`config.mk`:
```
export PLATFORM = sky130hd
export DESIGN_NAME = hs_tx_sequencer
export DESIGN_NICKNAME = d
export VERILOG_FILES = /design/src/rtl/hs_tx_sequencer.sv
export SDC_FILE = /design/constraint.sdc
export NUM_CORES = 1
export LEC_CHECK = 0
export CELL_PAD_IN_SITES_DETAIL_PLACEMENT = 1
export CELL_PAD_IN_SITES_GLOBAL_PLACEMENT = 1
export CORE_MARGIN = 3
export CORE_UTILIZATION = 40
export DETAILED_ROUTE_END_ITERATION = 16
export HOLD_SLACK_MARGIN = 0.03
export PLACE_DENSITY = 0.85
export REMOVE_ABC_BUFFERS = 1
export SYNTH_ARGS = -nofsm -noshare
export SYNTH_HDL_FRONTEND = slang
export SYNTH_SLANG_ARGS = --single-unit
export TNS_END_PERCENT = 5
```
`constraint.sdc`:
```
create_clock -name TxByteClk -period 6.4 [get_ports TxByteClk]
set_input_delay 1.28 -clock TxByteClk [delete_from_list [all_inputs] [get_ports TxByteClk]]
set_output_delay 1.28 -clock TxByteClk [all_outputs]
set_load 0.005 [all_outputs]
```
`src/rtl/hs_tx_sequencer.sv`:
```
// hs_tx_sequencer: D-PHY data lane HS burst sequencer (LP entry, HS-zero, sync, payload, trail, LP exit)
module hs_tx_sequencer #(
    parameter int unsigned T_LPX      = 2,
    parameter int unsigned T_HS_PREP  = 2,
    parameter int unsigned T_HS_ZERO  = 4,
    parameter int unsigned T_HS_TRAIL = 2,
    parameter int unsigned T_HS_EXIT  = 3
) (
    input  logic       TxByteClk,
    input  logic       TxRst,
    input  logic       TxRequestHS,
    input  logic [7:0] TxDataHS,
    output logic       TxReadyHS,
    output logic       TxStopState,
    output logic       LpDp,
    output logic       LpDn,
    output logic       HsEn,
    output logic       serializer_enable,
    output logic [7:0] SerData
);
    typedef enum logic [2:0] {IDLE, LPX, PREP, ZERO, SYNC, DATA, TRAIL, EXIT} state_t;

    // Counter reload value: counts down to 0, so a length of 0 collapses to 1 cycle.
    function automatic logic [7:0] load(input int unsigned t);
        return (t == 0) ? 8'd0 : 8'(t - 1);
    endfunction

    localparam logic [7:0] L_LPX   = load(T_LPX);
    localparam logic [7:0] L_PREP  = load(T_HS_PREP);
    localparam logic [7:0] L_ZERO  = load(T_HS_ZERO);
    localparam logic [7:0] L_TRAIL = load(T_HS_TRAIL);
    localparam logic [7:0] L_EXIT  = load(T_HS_EXIT);

    state_t     state_q;
    logic [7:0] cnt_q, data_q;
    logic       ready_q, stop_q, dp_q, dn_q, hs_q, ser_en_q;

    always_ff @(posedge TxByteClk) begin
        if (TxRst) begin
            state_q  <= IDLE;
            cnt_q    <= 8'd0;
            data_q   <= 8'h00;
            ready_q  <= 1'b0;
            stop_q   <= 1'b1;
            dp_q     <= 1'b1;
            dn_q     <= 1'b1;
            hs_q     <= 1'b0;
            ser_en_q <= 1'b0;
        end else begin
            if (cnt_q != 8'd0) cnt_q <= cnt_q - 8'd1;
            case (state_q)
                IDLE: if (TxRequestHS) begin
                    state_q <= LPX;
                    cnt_q   <= L_LPX;
                    stop_q  <= 1'b0;
                    dp_q    <= 1'b0;
                end
                LPX: if (cnt_q == 8'd0) begin
                    state_q <= PREP;
                    cnt_q   <= L_PREP;
                    dn_q    <= 1'b0;
                end
                PREP: if (cnt_q == 8'd0) begin
                    state_q  <= ZERO;
                    cnt_q    <= L_ZERO;
                    hs_q     <= 1'b1;
                    ser_en_q <= 1'b1;
                    data_q   <= 8'h00;
                end
                ZERO: if (cnt_q == 8'd0) begin
                    state_q <= SYNC;
                    data_q  <= 8'hB8;
                    ready_q <= 1'b1;
                end
                SYNC, DATA: if (TxRequestHS) begin
                    state_q <= DATA;
                    data_q  <= TxDataHS;
                end else begin
                    // Trail is the inverse of the last serialized bit (bit 7 of the last byte).
                    state_q <= TRAIL;
                    cnt_q   <= L_TRAIL;
                    data_q  <= {8{~data_q[7]}};
                    ready_q <= 1'b0;
                end
                TRAIL: if (cnt_q == 8'd0) begin
                    state_q  <= EXIT;
                    cnt_q    <= L_EXIT;
                    hs_q     <= 1'b0;
                    ser_en_q <= 1'b0;
                    data_q   <= 8'h00;
                    dp_q     <= 1'b1;
                    dn_q     <= 1'b1;
                end
                EXIT: if (cnt_q == 8'd0) begin
                    state_q <= IDLE;
                    stop_q  <= 1'b1;
                end
                default: state_q <= IDLE;
            endcase
        end
    end

    assign TxReadyHS         = ready_q;
    assign TxStopState       = stop_q;
    assign LpDp              = dp_q;
    assign LpDn              = dn_q;
    assign HsEn              = hs_q;
    assign serializer_enable = ser_en_q;
    assign SerData           = data_q;
endmodule

```
==> impl_results.md, run 1 <==
- Outcome: finished, final reports clean
- Vias/cell: approximately 5.5
- Fin cells: between 200 and 250
- Antenna cells: 0
- Proportion of layout cells with a drive suffix above 1: 0.0988
- Busiest grt layer: met2
- Routability Congestion: between 0.7 and 0.8
- Clock buffer depth: 2
- Die Y-Extent: between 60 and 70 µm
- Clk slew on worst S/H paths: 0.13 ns
- # Max-Cap Violations: 0
- Fmax: roughly 380 MHz
- P per Cell Area: ~480 nW/µm²
- # hold bufs at CTS: 0
- Area after DPL: about 1500 µm²
- Most used DFF post-synth: dfxtp_1
- Global route overflow: 0
- Number of global-route vias before repair: ~1.2k
- Inserted Clock Buffers: 3
- Worst hold path type: reg2reg
- Setup TNS after final layout: 0 ns
- Final nets: 178
- Die width: between 60 and 70 µm
- Critical path class: in2reg
- Total chip power: ~750 µW
- Post-Syn Instances: between 100 and 150
- CP endpoint: cnt_q[6]$_SDFF_PP0_
- Largest net degree at the start of global routing: 21
- Worst path required time: 6.61 ns
- Reg-to-reg startpoint: cnt_q[0]$_SDFF_PP0_
- I/O Buffers: 24
- Internal power: approximately 440 µW
- DR iter-0 viols: 70
- Clock share of power: 0.149
- Total Routed Length: approximately 3.4 mm
- Mapped Area: approximately 1300 µm²
- Psw: approximately 300 µW
- Area delta synth->final: 22.9%
- R2r setup slk: roughly 4.0 ns
- Sequential-to-total area share from yosys stat: 0.382
- Met3 Use GR: 0.0517
- CTS resizes: 0
- Drt pass-1 iters: 6
- First-pass GRT wire length: 5.75 mm
- CTS tree: done
- Tightest Pin Transition: 0.689 ns
- Slew Viols, Final: 0
- H-tree levels: 1
- LEAKAGE: ~0.00055 µW
- Layout fillers: 345
- Initial Utilization: 0.438
- Placed insts: 200
- GR Layer Usage met2: 0.333
- Buffer count from post-CTS setup fixing: 0
- Setup violations, final: 0
- Crit path max fanout: 11
- CP startpoint: TxRequestHS
- Worst skew pair latency: about 0.33 ns
- M1 GR Usage: 0.257
- Final hold viol count: 0
- Area of the core: around 2900 µm²
- Arrival @ worst endpoint: 2.88 ns
- EDFF count, synth: 0
- DP Wirelength: approximately 2.5 mm
- Comb power frac: 0.508
- Startpoint type of the worst setup path: primary input
- Max VDD drop: about 210 µV
- Initial antenna violation count: 0
- Synth warn: 0
- Setup Skew: 0.00576 ns
- Worst R2R Path Depth: 10
- Worst R2R End: cnt_q[0]$_SDFF_PP0_
- Critical path capture point type: register
- Root Buffer: clkbuf_4
- Library cells used by synthesis: 40
- Final instance area: roughly 1500 µm²
- Clock Sinks: 24
- Footprint of the multi-input gates: 684 µm²
- RSZ-0062 raised after global routing: false
- Flop pwr share: 0.343
- Total track usage: 0.204
- WL/cell: between 15 and 20 µm
- Fin crit share: 0.416
- Register area: 480 µm²
- Antenna-violating nets left: 0
- DR DRC count: 0
- Synthesized flop and latch total: 24
- Crit path time final: between 2 and 3 ns
- Ports: 25
- Ys async rst share: 0
- WHS Path Cells: 2
- Switching portion of total power: 0.410
- Die ar.: between 3000 and 4000 µm²
- Synth Area per Inst: slightly below 9 µm²
- Via count: 1117
- Core Rows: 19
- Relative slew slack: 0.540
## layout by cell type, fill, tap and decap left out, types with 2 or more instances in the layout
master and instances:
a21oi_1 11, a221oi_1 5, a2bb2oi_1 4, clkbuf_4 3, clkdlybuf4s50_1 24, dfxtp_1 24
ha_1 4, inv_1 8, nand2_1 15, nand3_1 8, nor2_1 13, nor2b_1 5
o211ai_1 2, o21ai_0 6, o221a_2 2, xnor2_1 3, xor2_1 3
## power groups by stage
stage	clock, µW	combinational, µW	sequential, µW
4_1_cts	114	380	254
2_1_floorplan	0	269	244
6_report	111	379	255
3_3_place_gp	0	356	252
3_5_place_dp	0	375	257
5_1_grt	119	421	263
## registers in the layout, indices dropped and copies added, names as in the netlist
signal	flops
state_q	3
TxStopState	1
serializer_enable	1
TxReadyHS	1
LpDn	1
LpDp	1
cnt_q	8
SerData	8
## cells by family after synthesis
family / count (synthesis) / share of synthesized area
compound gates: 37 / 0.232
xor+xnor: 6 / 0.0418
fa+ha+maj: 4 / 0.0398
buf+inv: 17 / 0.0746
flops: 24 / 0.382
simple gates: 54 / 0.231
## critical path, cell delays in order
cell	delay (ns)
clkdlybuf4s50_1	0.60
nor2b_1	0.30
a21oi_1	0.11
o211ai_1	0.47
nor2_1	0.11
## worst min-delay path by stage
stage / from / end
2_1_floorplan: SerData[0]$_SDFFE_PP0P_ / SerData[0]$_SDFFE_PP0P_
3_3_place_gp: SerData[2]$_SDFFE_PP0P_ / SerData[2]$_SDFFE_PP0P_
3_5_place_dp: SerData[1]$_SDFFE_PP0P_ / SerData[1]$_SDFFE_PP0P_
4_1_cts: SerData[1]$_SDFFE_PP0P_ / SerData[1]$_SDFFE_PP0P_
5_1_grt: SerData[4]$_SDFFE_PP0P_ / SerData[4]$_SDFFE_PP0P_
6_report: SerData[1]$_SDFFE_PP0P_ / SerData[1]$_SDFFE_PP0P_
## metal layers
layer	vias to the layer above	wire (µm)
met3	10	163
met5	-	0
met4	0	70
li1	547	-
met2	34	1640
met1	526	1540
## final cells by class
| type | instances | area share |
|---|---|---|
| multi-input cells | 101 | 0.443 |
| flip-flops and latches | 24 | 0.311 |
| repair buffers | 24 | 0.155 |
| well taps | 42 | 0.0340 |
| inverters | 9 | 0.0235 |
| clock inverters | 1 | 0.0194 |
| clock buffers | 3 | 0.0146 |
## synth_stat cells (2+ instances only)
master | instances | share of area
xor2_1 | 3 | 0.021
a221oi_1 | 5 | 0.035
o21ai_0 | 6 | 0.024
nor2_1 | 13 | 0.039
nor2b_1 | 5 | 0.025
o221a_2 | 2 | 0.018
ha_1 | 4 | 0.040
xnor2_1 | 3 | 0.021
inv_1 | 8 | 0.024
a2bb2oi_1 | 4 | 0.028
clkbuf_1 | 2 | 0.0060
o211ai_1 | 2 | 0.012
nand3_1 | 8 | 0.032
buf_4 | 3 | 0.018
dfxtp_1 | 24 | 0.38
a21oi_1 | 11 | 0.044
nand2_1 | 15 | 0.045
buf_6 | 2 | 0.018
## per-stage QoR
stage / utilization / hold WS [ns] / setup slack [ns]
finish: 0.538 / 0.480 / 3.74
global route: 0.538 / 0.530 / 3.56
CTS: 0.538 / 0.486 / 3.76
detailed placement: 0.519 / 0.468 / 3.45
global placement: 0.519 / 0.458 / 3.56
floorplan: - / 0.454 / 4.30
Power figures use the tool's default switching activity.
==> run 2: changes to the inputs <==
--- a/config.mk
+++ b/config.mk
@@ -8,10 +8,10 @@
 export CELL_PAD_IN_SITES_DETAIL_PLACEMENT = 1
 export CELL_PAD_IN_SITES_GLOBAL_PLACEMENT = 1
 export CORE_MARGIN = 3
-export CORE_UTILIZATION = 40
+export CORE_UTILIZATION = 38
 export DETAILED_ROUTE_END_ITERATION = 16
 export HOLD_SLACK_MARGIN = 0.03
-export PLACE_DENSITY = 0.85
+export PLACE_DENSITY = 0.82
 export REMOVE_ABC_BUFFERS = 1
 export SYNTH_ARGS = -nofsm -noshare
 export SYNTH_HDL_FRONTEND = slang
==> constraint.sdc (replaced) <==
create_clock -name TxByteClk -period 2.6 [get_ports TxByteClk]
set_input_delay 0.52 -clock TxByteClk [delete_from_list [all_inputs] [get_ports TxByteClk]]
set_output_delay 0.52 -clock TxByteClk [all_outputs]
set_load 0.005 [all_outputs]
==> impl_results.md, run 2 (same netlist as run 1, synthesis figures left out) <==
- Outcome: finished, final reports clean
- Setup Skew: between 0.0015 and 0.002 ns
- Crit path max fanout: 6
- Inserted Clock Buffers: 3
- Root Buffer: clkbuf_4
- # hold bufs at CTS: 0
- Startpoint type of the worst setup path: register
- Arrival @ worst endpoint: 2.63 ns
- CP Buf/Inv Count: 2
- H-tree levels: 1
- Drt pass-1 iters: 4
- Number of global-route vias before repair: about 1.2k
- Final instance area: roughly 1600 µm²
- Comb power frac: 0.512
- Tightest Pin Transition: 0.627 ns
- First-pass GRT wire length: roughly 5.6 mm
- Final nets: about 180
- Psw: 728 µW
- Worst path depth: 10
- # Max-Cap Violations: 0
- LEAKAGE: approximately 0.00056 µW
- P per Cell Area: around 1200 nW/µm²
- Initial Utilization: 0.406
- Final hold viol count: 0
- Worst path required time: 2.87 ns
- RSZ-0062 raised after global routing: false
- Family with the most delay on the worst path: simple AND/OR/NAND/NOR gates
- Ports: 25
- Final setup margin: 0.245 ns
- Die ar.: 4040 µm²
- Slew Viols, Final: 0
- CP endpoint: cnt_q[0]$_SDFF_PP0_
- Hold slack: between 0.4 and 0.5 ns
- Setup TNS after final layout: 0 ns
- Global route overflow: 0
- Switching portion of total power: 0.397
- Area of the core: ~3100 µm²
- Vias/cell: 5.34
- CP max stage delay: ~0.36 ns
- DR DRC count: 0
- Most frequent cell on the critical path: ha_1
- Relative slew slack: 0.581
- Layout fillers: 379
- Clock share of power: 0.150
- Register area: 480 µm²
- Buffer count from post-CTS setup fixing: 0
- Critical path capture point type: register
- Core Rows: 20
- Fin cells: approximately 210
- Setup violations, final: 0
- Via count: 1117
- Worst R2R Path Depth: 10
- Total Routed Length: ~3.2 mm
- Total track usage: 0.171
- Flop pwr share: 0.338
- Footprint of the multi-input gates: 684 µm²
- Most frequent cells in the layout: 24 x dfxtp_1, 24 x clkdlybuf4s50_1, 15 x nand2_1
- WL/cell: ~15 µm
- Placed insts: between 200 and 250
- Reg-to-reg startpoint: cnt_q[1]$_SDFF_PP0_
- Die Y-Extent: between 60 and 70 µm
- Area after DPL: between 1500 and 2000 µm²
- Antenna-violating nets left: 0
- Routability Congestion: around 0.77
- Largest net degree at the start of global routing: 20
- CTS tree: done
- Max VDD drop: between 400 and 500 µV
- Clock buffer depth: 2
- Worst skew pair latency: 0.32 ns
- Crit path time final: 2.36 ns
- R2r setup slk: about 0.24 ns
- Clk slew on worst S/H paths: roughly 0.13 ns
- DP Wirelength: 2.47 mm
- Worst hold path type: reg2reg
- Critical path class: reg2reg
- Internal power: between 1000 and 1500 µW
- Initial antenna violation count: 0
- Proportion of layout cells with a drive suffix above 1: 0.115
- I/O Buffers: 24
- CTS resizes: 0
- Fmax: about 420 MHz
- Place WS: roughly 0.26 ns
- Die width: about 64 µm
- Area delta synth->final: 24.9%
- CP startpoint: cnt_q[1]$_SDFF_PP0_
- Fin crit share: 0.906
- Worst path slowest cell: dfxtp_1
- DR iter-0 viols: 50
- Worst R2R End: cnt_q[0]$_SDFF_PP0_
- CP Cell Sequence: inv_1, ha_1, nor3b_2, and2_4, inv_4, ha_1, nor2b_1, o31a_1, o221a_2, nor2_1
- Antenna cells: 0
- Clock Sinks: 24
run 2: cell type report:
class,count,share of cell area
Timing Repair Buffer,27,0.167
Sequential cell,24,0.306
Multi-Input combinational cell,101,0.436
Inverter,9,0.0231
Clock buffer,3,0.0143
Clock inverter,1,0.0191
Tap cell,44,0.0350
run 2: tightest hold or removal path, cell delays in order, from the launching register on:
cell and delay, ns:
dfxtp_1 0.35, nand2_1 0.06, a21oi_1 0.05
run 2: per-layer routing:
layer,part of all wire,wire (µm),vias up,track usage
met2,0.54,1740,15,0.317
met4,0.016,51,0,0.0647
met5,0,0,-,0
li1,-,-,546,-
met1,0.43,1380,550,0.196
met3,0.021,68,6,0.0250
run 2: metrics by stage:
stage / utilization / power [µW]
2_1_floorplan: - / 1260
3_3_place_gp: 0.490 / 1510
3_5_place_dp: 0.490 / 1570
4_1_cts: 0.506 / 1850
5_1_grt: 0.506 / 1980
6_report: 0.506 / 1830
run 2: power by group through the flow:
stage | Combinational (µW) | Clock, µW | Sequential (µW)
3_3_place_gp | 889 | 0 | 622
4_1_cts | 951 | 279 | 622
2_1_floorplan | 661 | 0 | 601
6_report | 939 | 275 | 620
3_5_place_dp | 936 | 0 | 630
5_1_grt | 1040 | 298 | 648
run 2: worst min-delay path by stage:
stage                              startpoint                              to  slack [ns]  cells past startpoint
2_1_floorplan         SerData[0]$_SDFFE_PP0P_         SerData[0]$_SDFFE_PP0P_        0.45                      2
3_3_place_gp   serializer_enable$_SDFFE_PP0P_  serializer_enable$_SDFFE_PP0P_        0.45                      2
3_5_place_dp   serializer_enable$_SDFFE_PP0P_  serializer_enable$_SDFFE_PP0P_        0.47                      2
4_1_cts               SerData[0]$_SDFFE_PP0P_         SerData[0]$_SDFFE_PP0P_        0.49                      2
5_1_grt               SerData[0]$_SDFFE_PP0P_         SerData[0]$_SDFFE_PP0P_        0.52                      2
6_report       serializer_enable$_SDFFE_PP0P_  serializer_enable$_SDFFE_PP0P_        0.48                      2
